`config.mk`:
```
export PLATFORM = sky130hd
export DESIGN_NAME = step_sequencer
export DESIGN_NICKNAME = d
export VERILOG_FILES = /design/src/rtl/step_seq_pkg.sv /design/src/rtl/seq_step_timer.sv /design/src/rtl/step_sequencer.sv
export SDC_FILE = /design/constraint.sdc
export NUM_CORES = 2
export LEC_CHECK = 0
export ABC_CLOCK_PERIOD_IN_PS = 13700
export BUFFER_PORTS_ARGS = -buffer_cell sky130_fd_sc_hd__buf_2
export CORE_ASPECT_RATIO = 1.5
export CORE_MARGIN = 2
export CORE_UTILIZATION = 45
export CTS_CLUSTER_SIZE = 20
export DETAILED_ROUTE_END_ITERATION = 6
export PLACE_DENSITY = 0.67
export SLEW_MARGIN = 20
export SYNTH_ARGS = -nofsm -noshare
export SYNTH_HDL_FRONTEND = slang
export SYNTH_HIERARCHICAL = 1
export SYNTH_SLANG_ARGS = --single-unit
```
`constraint.sdc`:
```
create_clock -name clk -period 13.7 [get_ports clk]
set_input_delay 0.685 -clock clk [delete_from_list [all_inputs] [get_ports clk]]
set_output_delay 0.685 -clock clk [all_outputs]
set_load 0.05 [all_outputs]
```
`src/rtl/step_seq_pkg.sv`:
```
// -----------------------------------------------------------------------------
// step_seq_pkg
// Shared definitions for the step sequencer:
//   - state_t      : sequencer state (IDLE, PLAY)
//   - TIME_W       : width of the step_period / gate_len / swing inputs
//   - LEN_W        : internal step-length width (one bit of headroom so that
//                    P plus a swing extension cannot overflow)
//   - clamp_period : P = max(step_period, 2)
//   - clamp_gate   : G = min(gate_len, step_length - 1)
//   - clamp_swing  : S = min(swing, P/2 - 1)
// -----------------------------------------------------------------------------
package step_seq_pkg;

    typedef enum logic {
        IDLE = 1'b0,
        PLAY = 1'b1
    } state_t;

    localparam int TIME_W = 24;
    localparam int LEN_W  = TIME_W + 1;

    function automatic logic [LEN_W-1:0] clamp_period(input logic [TIME_W-1:0] p);
        logic [LEN_W-1:0] pw;
        pw = {1'b0, p};
        return (pw < LEN_W'(2)) ? LEN_W'(2) : pw;
    endfunction

    // The gate always drops at least one cycle before the step ends so that
    // downstream envelopes see a fresh rising edge on every note.
    function automatic logic [LEN_W-1:0] clamp_gate(input logic [TIME_W-1:0] g,
                                                    input logic [LEN_W-1:0]  len);
        logic [LEN_W-1:0] gw;
        gw = {1'b0, g};
        return (gw < len) ? gw : len - LEN_W'(1);
    endfunction

    // p is already clamped to >= 2, so the limit never underflows and an
    // odd (shortened) step keeps at least P/2 + 1 >= 2 cycles.
    function automatic logic [LEN_W-1:0] clamp_swing(input logic [TIME_W-1:0] s,
                                                     input logic [LEN_W-1:0]  p);
        logic [LEN_W-1:0] lim;
        logic [LEN_W-1:0] sw;
        lim = (p >> 1) - LEN_W'(1);
        sw  = {1'b0, s};
        return (sw < lim) ? sw : lim;
    endfunction

endpackage

```
`src/rtl/seq_step_timer.sv`:
```
// -----------------------------------------------------------------------------
// seq_step_timer
// Per-step cycle counter for the step sequencer. Step length and gate length
// are sampled when a step starts and held for the whole step.
// Optional feature: define STEP_SEQ_SWING_EN to add the swing input; even
// steps are then lengthened and odd steps shortened by the clamped swing.
//
// Ports:
//   clk, rst     : clock, synchronous active-high reset
//   clear        : forces the counter back to 0 (sequencer stopped)
//   start        : this edge begins a new step (counter to 0, sample P/G/S)
//   count        : advance the counter on this edge
//   step_period  : requested clocks per step (clamped to >= 2)
//   gate_len     : requested gate-high clocks (clamped to length - 1)
//   step_odd     : (swing only) parity of the step being entered
//   swing        : (swing only) requested swing in clocks
//   step_end     : counter is on the last cycle of the current step
//   gate_on      : gate level for the cycle that follows this edge
// -----------------------------------------------------------------------------
module seq_step_timer
    import step_seq_pkg::*;
(
    input  logic              clk,
    input  logic              rst,
    input  logic              clear,
    input  logic              start,
    input  logic              count,
    input  logic [TIME_W-1:0] step_period,
    input  logic [TIME_W-1:0] gate_len,
`ifdef STEP_SEQ_SWING_EN
    input  logic              step_odd,
    input  logic [TIME_W-1:0] swing,
`endif
    output logic              step_end,
    output logic              gate_on
);

    logic [LEN_W-1:0] cnt;
    logic [LEN_W-1:0] len_lat;
    logic [LEN_W-1:0] g_lat;
    logic [LEN_W-1:0] p_new;
    logic [LEN_W-1:0] len_new;
    logic [LEN_W-1:0] g_new;
`ifdef STEP_SEQ_SWING_EN
    logic [LEN_W-1:0] s_new;
`endif

    always_comb begin
        p_new = clamp_period(step_period);
`ifdef STEP_SEQ_SWING_EN
        s_new   = clamp_swing(swing, p_new);
        len_new = step_odd ? (p_new - s_new) : (p_new + s_new);
`else
        len_new = p_new;
`endif
        g_new = clamp_gate(gate_len, len_new);
    end

    assign step_end = (cnt == (len_lat - LEN_W'(1)));

    // Look-ahead: on a start edge the gate depends on the freshly sampled G,
    // otherwise it stays high while the next count value is still below G.
    assign gate_on = start ? (g_new != '0) : ((cnt + LEN_W'(1)) < g_lat);

    always_ff @(posedge clk) begin
        if (rst || clear) begin
            cnt <= '0;
        end else if (start) begin
            cnt <= '0;
        end else if (count) begin
            cnt <= cnt + LEN_W'(1);
        end
    end

    // Step length and gate length are only consumed while playing, after a
    // start edge has loaded them, so they carry no reset.
    always_ff @(posedge clk) begin
        if (start) begin
            len_lat <= len_new;
            g_lat   <= g_new;
        end
    end

endmodule

```
`src/rtl/step_sequencer.sv`:
```
// -----------------------------------------------------------------------------
// step_sequencer
// Multi-voice pattern player. Holds a NUM_VOICES x NUM_STEPS pattern of
// {freq, on} cells and, while run is high, steps through it at a runtime
// tempo, driving registered tone_freq / gate words for the voice channels.
// Optional feature: define STEP_SEQ_SWING_EN to add the swing input.
//
// Ports:
//   clk, rst     : clock, synchronous active-high reset
//   run          : level, high = play, low = stop (restart is from step 0)
//   step_period  : clocks per step (values < 2 act as 2)
//   gate_len     : clocks the gate stays high at the start of each step
//   last_step    : last step of the loop before wrapping to 0
//   swing        : (swing only) even steps +S, odd steps -S clocks
//   wr_en        : pattern write strobe
//   wr_voice     : voice of the cell being written
//   wr_step      : step of the cell being written
//   wr_freq      : frequency word written
//   wr_on        : note-on flag written
//   tone_freq    : voice v at bits [v*FREQ_BITS +: FREQ_BITS]
//   gate         : per-voice gate
//   step_idx     : current step
//   step_strobe  : one-cycle pulse on the first cycle of every step
// -----------------------------------------------------------------------------
module step_sequencer
    import step_seq_pkg::*;
#(
    parameter int NUM_VOICES = 4,
    parameter int NUM_STEPS  = 16,
    parameter int FREQ_BITS  = 16,
    parameter int SI_W       = $clog2(NUM_STEPS),
    parameter int VI_W       = (NUM_VOICES > 1) ? $clog2(NUM_VOICES) : 1
)(
    input  logic                            clk,
    input  logic                            rst,
    input  logic                            run,
    input  logic [TIME_W-1:0]               step_period,
    input  logic [TIME_W-1:0]               gate_len,
    input  logic [SI_W-1:0]                 last_step,
`ifdef STEP_SEQ_SWING_EN
    input  logic [TIME_W-1:0]               swing,
`endif
    input  logic                            wr_en,
    input  logic [VI_W-1:0]                 wr_voice,
    input  logic [SI_W-1:0]                 wr_step,
    input  logic [FREQ_BITS-1:0]            wr_freq,
    input  logic                            wr_on,
    output logic [NUM_VOICES*FREQ_BITS-1:0] tone_freq,
    output logic [NUM_VOICES-1:0]           gate,
    output logic [SI_W-1:0]                 step_idx,
    output logic                            step_strobe
);

    state_t                                 state;
    logic [FREQ_BITS-1:0]                   freq_mem [NUM_VOICES][NUM_STEPS];
    logic [NUM_VOICES-1:0][NUM_STEPS-1:0]   on_mem;
    logic [NUM_VOICES-1:0]                  on_lat;
    logic [SI_W-1:0]                        next_step;
    logic [SI_W-1:0]                        entry_step;
    logic [NUM_VOICES-1:0]                  cell_on;
    logic [FREQ_BITS-1:0]                   cell_freq [NUM_VOICES];
    logic                                   wr_hit;
    logic                                   start;
    logic                                   step_end;
    logic                                   gate_on;

    // Writes to a voice index beyond NUM_VOICES (non power-of-two counts)
    // are dropped.
    assign wr_hit = wr_en && (int'(wr_voice) < NUM_VOICES);

    // Frequency words keep their contents through reset.
    always_ff @(posedge clk) begin
        if (wr_hit) begin
            freq_mem[wr_voice][wr_step] <= wr_freq;
        end
    end

    always_ff @(posedge clk) begin
        if (rst) begin
            on_mem <= '0;
        end else if (wr_hit) begin
            on_mem[wr_voice][wr_step] <= wr_on;
        end
    end

    // Cells are read combinationally at the boundary edge, so a write landing
    // on the same edge is seen only on the next visit to that step.
    always_comb begin
        if ((step_idx >= last_step) || (step_idx == SI_W'(NUM_STEPS - 1))) begin
            next_step = '0;
        end else begin
            next_step = step_idx + SI_W'(1);
        end
        entry_step = (state == IDLE) ? '0 : next_step;
        for (int v = 0; v < NUM_VOICES; v++) begin
            cell_on[v]   = on_mem[v][entry_step];
            cell_freq[v] = freq_mem[v][entry_step];
        end
    end

    assign start = run && ((state == IDLE) || step_end);

    seq_step_timer u_timer (
        .clk         (clk),
        .rst         (rst),
        .clear       (!run),
        .start       (start),
        .count       (state == PLAY),
        .step_period (step_period),
        .gate_len    (gate_len),
`ifdef STEP_SEQ_SWING_EN
        .step_odd    (entry_step[0]),
        .swing       (swing),
`endif
        .step_end    (step_end),
        .gate_on     (gate_on)
    );

    always_ff @(posedge clk) begin
        if (rst) begin
            state       <= IDLE;
            gate        <= '0;
            tone_freq   <= '0;
            step_idx    <= '0;
            step_strobe <= 1'b0;
            on_lat      <= '0;
        end else if (!run) begin
            state       <= IDLE;
            gate        <= '0;
            step_idx    <= '0;
            step_strobe <= 1'b0;
        end else if (start) begin
            // Step entry: voices that are off keep their last pitch so the
            // release tail does not jump.
            state       <= PLAY;
            step_strobe <= 1'b1;
            step_idx    <= entry_step;
            on_lat      <= cell_on;
            gate        <= cell_on & {NUM_VOICES{gate_on}};
            for (int v = 0; v < NUM_VOICES; v++) begin
                if (cell_on[v]) begin
                    tone_freq[v*FREQ_BITS +: FREQ_BITS] <= cell_freq[v];
                end
            end
        end else begin
            step_strobe <= 1'b0;
            gate        <= on_lat & {NUM_VOICES{gate_on}};
        end
    end

endmodule

```
==> metrics.cfg <==
[global_route]
grt_usage_pct = 23.68
grt_overflow = 0
grt_max_degree = 161
grt_pass1_vias = 31500
antenna_found_initial = 7
grt_pass1_wl_um = 203200

[route]
firstDrtPassIters = 5
ant_nets = 0
drcViolationCount = 0
routedWlPerCell_um = 26.59
wirelength_um = 136600
vias_per_cell = 6.177
vias = 31730
drt_iter0_markers = 3292

[critical_path]
crit_required_ns = 14.36
crit_chain = nor3_1 -> nand2_1 -> o41ai_1 -> nand4_1 -> or4_1 -> nor4_1 -> nand2b_1 -> nand2_1 -> inv_2 -> buf_4 -> o21ai_1 -> a2111oi_0 -> o32a_1 -> nor2b_2 -> a32o_1
crit_slowest_cell = nor2b_2
cp_common_cell = nand2_1
worst-r2r-setup-slack_ns = 7.35
worstPathMaxFanout = 55
critPathBufInv = 2
crit_arrival_ns = 7.02
critPathLaunch = u_timer/len_lat[3]
startpoint_type = register
worst-setup-path-type = register to register
crit_family = simple AND/OR/NAND/NOR gates
regToRegEndpoint = tone_freq[63]
rr_startpoint = u_timer/len_lat[3]
endpoint_kind = register
ff2ff_path_depth = 15
cpPeakStageDelay_ns = 0.68

[timing]
fin_skew_ns = 0.02989
min_period_ns = 6.355
slew_violations = 0
tightest_slew_ns = 1.095
fin_tns_setup_ns = 0
setup_viol = 0
fmax_mhz = 157.4
fin_ws_ns = 7.345
hold_viol_final = 0
relSlewSlack_pct = 27.03
timing.final.crit_share_pct = 46.39
rsz0062_at_grt = no

[layout]
final_common_cell = edfxtp_1
final_core_util_pct = 51.01
regArea_um2 = 35570
fillers = 9087
multi_input_comb_area_um2 = 13200
layout-drive-gt1-share_pct = 13.64
finalNetCount = 3741
area_delta_synth_final_pct = 12.36
layout_common_cells = edfxtp_1, o21ai_0, o221ai_1

[logic_synthesis]
synthSimpleGateAreaFrac_pct = 5.353
synthesis.nets = 3636
yosysUniqueCellTypes = 83
yosysSeqAreaShare_pct = 71.10
syn_area_um2 = 50020
synthAdderAreaFrac_pct = 1.376
synth_compound_area_share_pct = 14.64
yosys.area.top_type = edfxtp_1
syn_inst = 3502
synth.area.top_cells = edfxtp_1, dfxtp_1, o221ai_1, mux2i_1, o21ai_0
ys.flop_type = edfxtp_1
synthArstFlopShare_pct = 0
synth_edf_count = 1073
avgSynthCellArea_um2 = 14.28
synthMuxAreaShare_pct = 3.052
ys_seq_elements = 1240
synth_top_family_by_area = compound AO/OA/AOI/OAI gates
yosysWarnings = 6
synth_xor_area_share_pct = 1.713
synth_top_area_share_pct = 64.41

[clock_network]
h-tree-depth = 3
post_cts_buffers = 0
postCtsResizedCells = 0
cts_tree = done
cts.sink_count = 1240
root_buffer = clkbuf_16
cts_made_buffers = 110
clk_latency_ns = 0.72
path_clk_slew_ns = 0.06
cts_max_path_buffers = 3
cts_hold_buffers = 0

[floorplan]
dieArea_um2 = 113900
start_util_pct = 45.40
dieWidth_um = 276.2
coreArea_um2 = 110200
dieHeight_um = 412.3
io_pins = 152
fp-row-count = 149

[worst_hold_path]
min_from = step_period[23]
hp-class = input pin to register
whs_path_depth = 1
hold_path_end = u_timer/len_lat[23]

[placed_design]
dpl.hpwl_um = 79710
io_buffers = 151
dp_slack_ns = 7.052
gp_congestion = 0.9060

[power]
p_leak_nw = 17.64
vdd.ir_drop.worst_mv = 0.1253
power_mw = 7.666
power-per-cell-area_nw_per_um2 = 136.4

[job]
cap_violations = 0

[outcome]
outcome = completed

[final cells by class]
cell class                      count  share of cell area [%]
Antenna cell                        2                0.008905
Clock buffer                      126                   5.151
Clock inverter                     80                   1.485
Inverter                           70                  0.4675
Multi-Input combinational cell   1918                   23.48
Sequential cell                  1240                   63.28
Tap cell                         1434                   3.192
Timing Repair Buffer              267                   2.927
[flip-flops by register name, indices dropped and copies added (netlist names), 24 cells and up]
signal,count
freq_mem,1024
on_mem,64
tone_freq,64
u_timer/cnt,25
u_timer/g_lat,25
u_timer/len_lat,24
[synthesized netlist by cell type, drive strengths merged (15+ instances only)]
cell	number
edfxtp	1073
o21ai	235
clkbuf	209
o221ai	198
dfxtp	167
a21oi	160
nor2	146
nand2	141
mux2i	139
o22ai	134
o211ai	133
nand3	95
a21o	70
inv	70
a32o	64
buf	64
ha	55
xnor2	55
xor2	42
nor3	32
nand4	27
nor4	20
or3	16
nor2b	15
[worst reg2reg max path, stage by stage, from the launching register on]
cell,delay (ns)
edfxtp_1,0.48
nor3_1,0.60
nand2_1,0.36
o41ai_1,0.45
nand4_1,0.15
or4_1,0.53
nor4_1,0.48
nand2b_1,0.22
nand2_1,0.30
inv_2,0.11
buf_4,0.58
o21ai_1,0.34
a2111oi_0,0.37
o32a_1,0.35
nor2b_2,0.68
a32o_1,0.28
[power breakdown]
part | internal [mW] | switching (mW)
combinational | 0.0818 | 0.243
sequential | 4.14 | 0.0214
clock | 1.79 | 1.39
total | 6.01 | 1.65
[metal layers]
layer  GRT usage [%]  routed length [um]  share of wire [%]
met1           29.93               53780                 39
met2           41.83               69260                 51
met3           3.274                9439                6.9
met4           8.206                4075                3.0
met5               0                  47              0.034
[logic make-up after synthesis]
family | after synthesis
compound gates | 1064
xor+xnor | 97
fa+ha+maj | 55
buf+inv | 344
flops | 1240
mux | 151
simple gates | 551
[worst max-delay path by stage]
stage | slack [ns] | to | cells after the start
global route | 6.91 | tone_freq[56] | 15
finish | 7.35 | tone_freq[63] | 15
floorplan | 8.19 | tone_freq[52] | 18
global placement | 7.17 | tone_freq[51] | 15
CTS | 7.01 | tone_freq[50] | 15
detailed placement | 7.05 | tone_freq[56] | 15
[metrics by stage]
stage / hold WS (ns) / cells / cell area, um2
after global placement: 0.4452 / 4928 / 52440
final: 0.2225 / 5137 / 56200
after floorplan: 0.4451 / 3502 / 50020
after global routing: 0.2106 / 5135 / 56200
after detailed placement: 0.4577 / 4928 / 52440
after CTS: 0.1750 / 5134 / 56170
No activity file was read; power rests on OpenSTA's default activity.
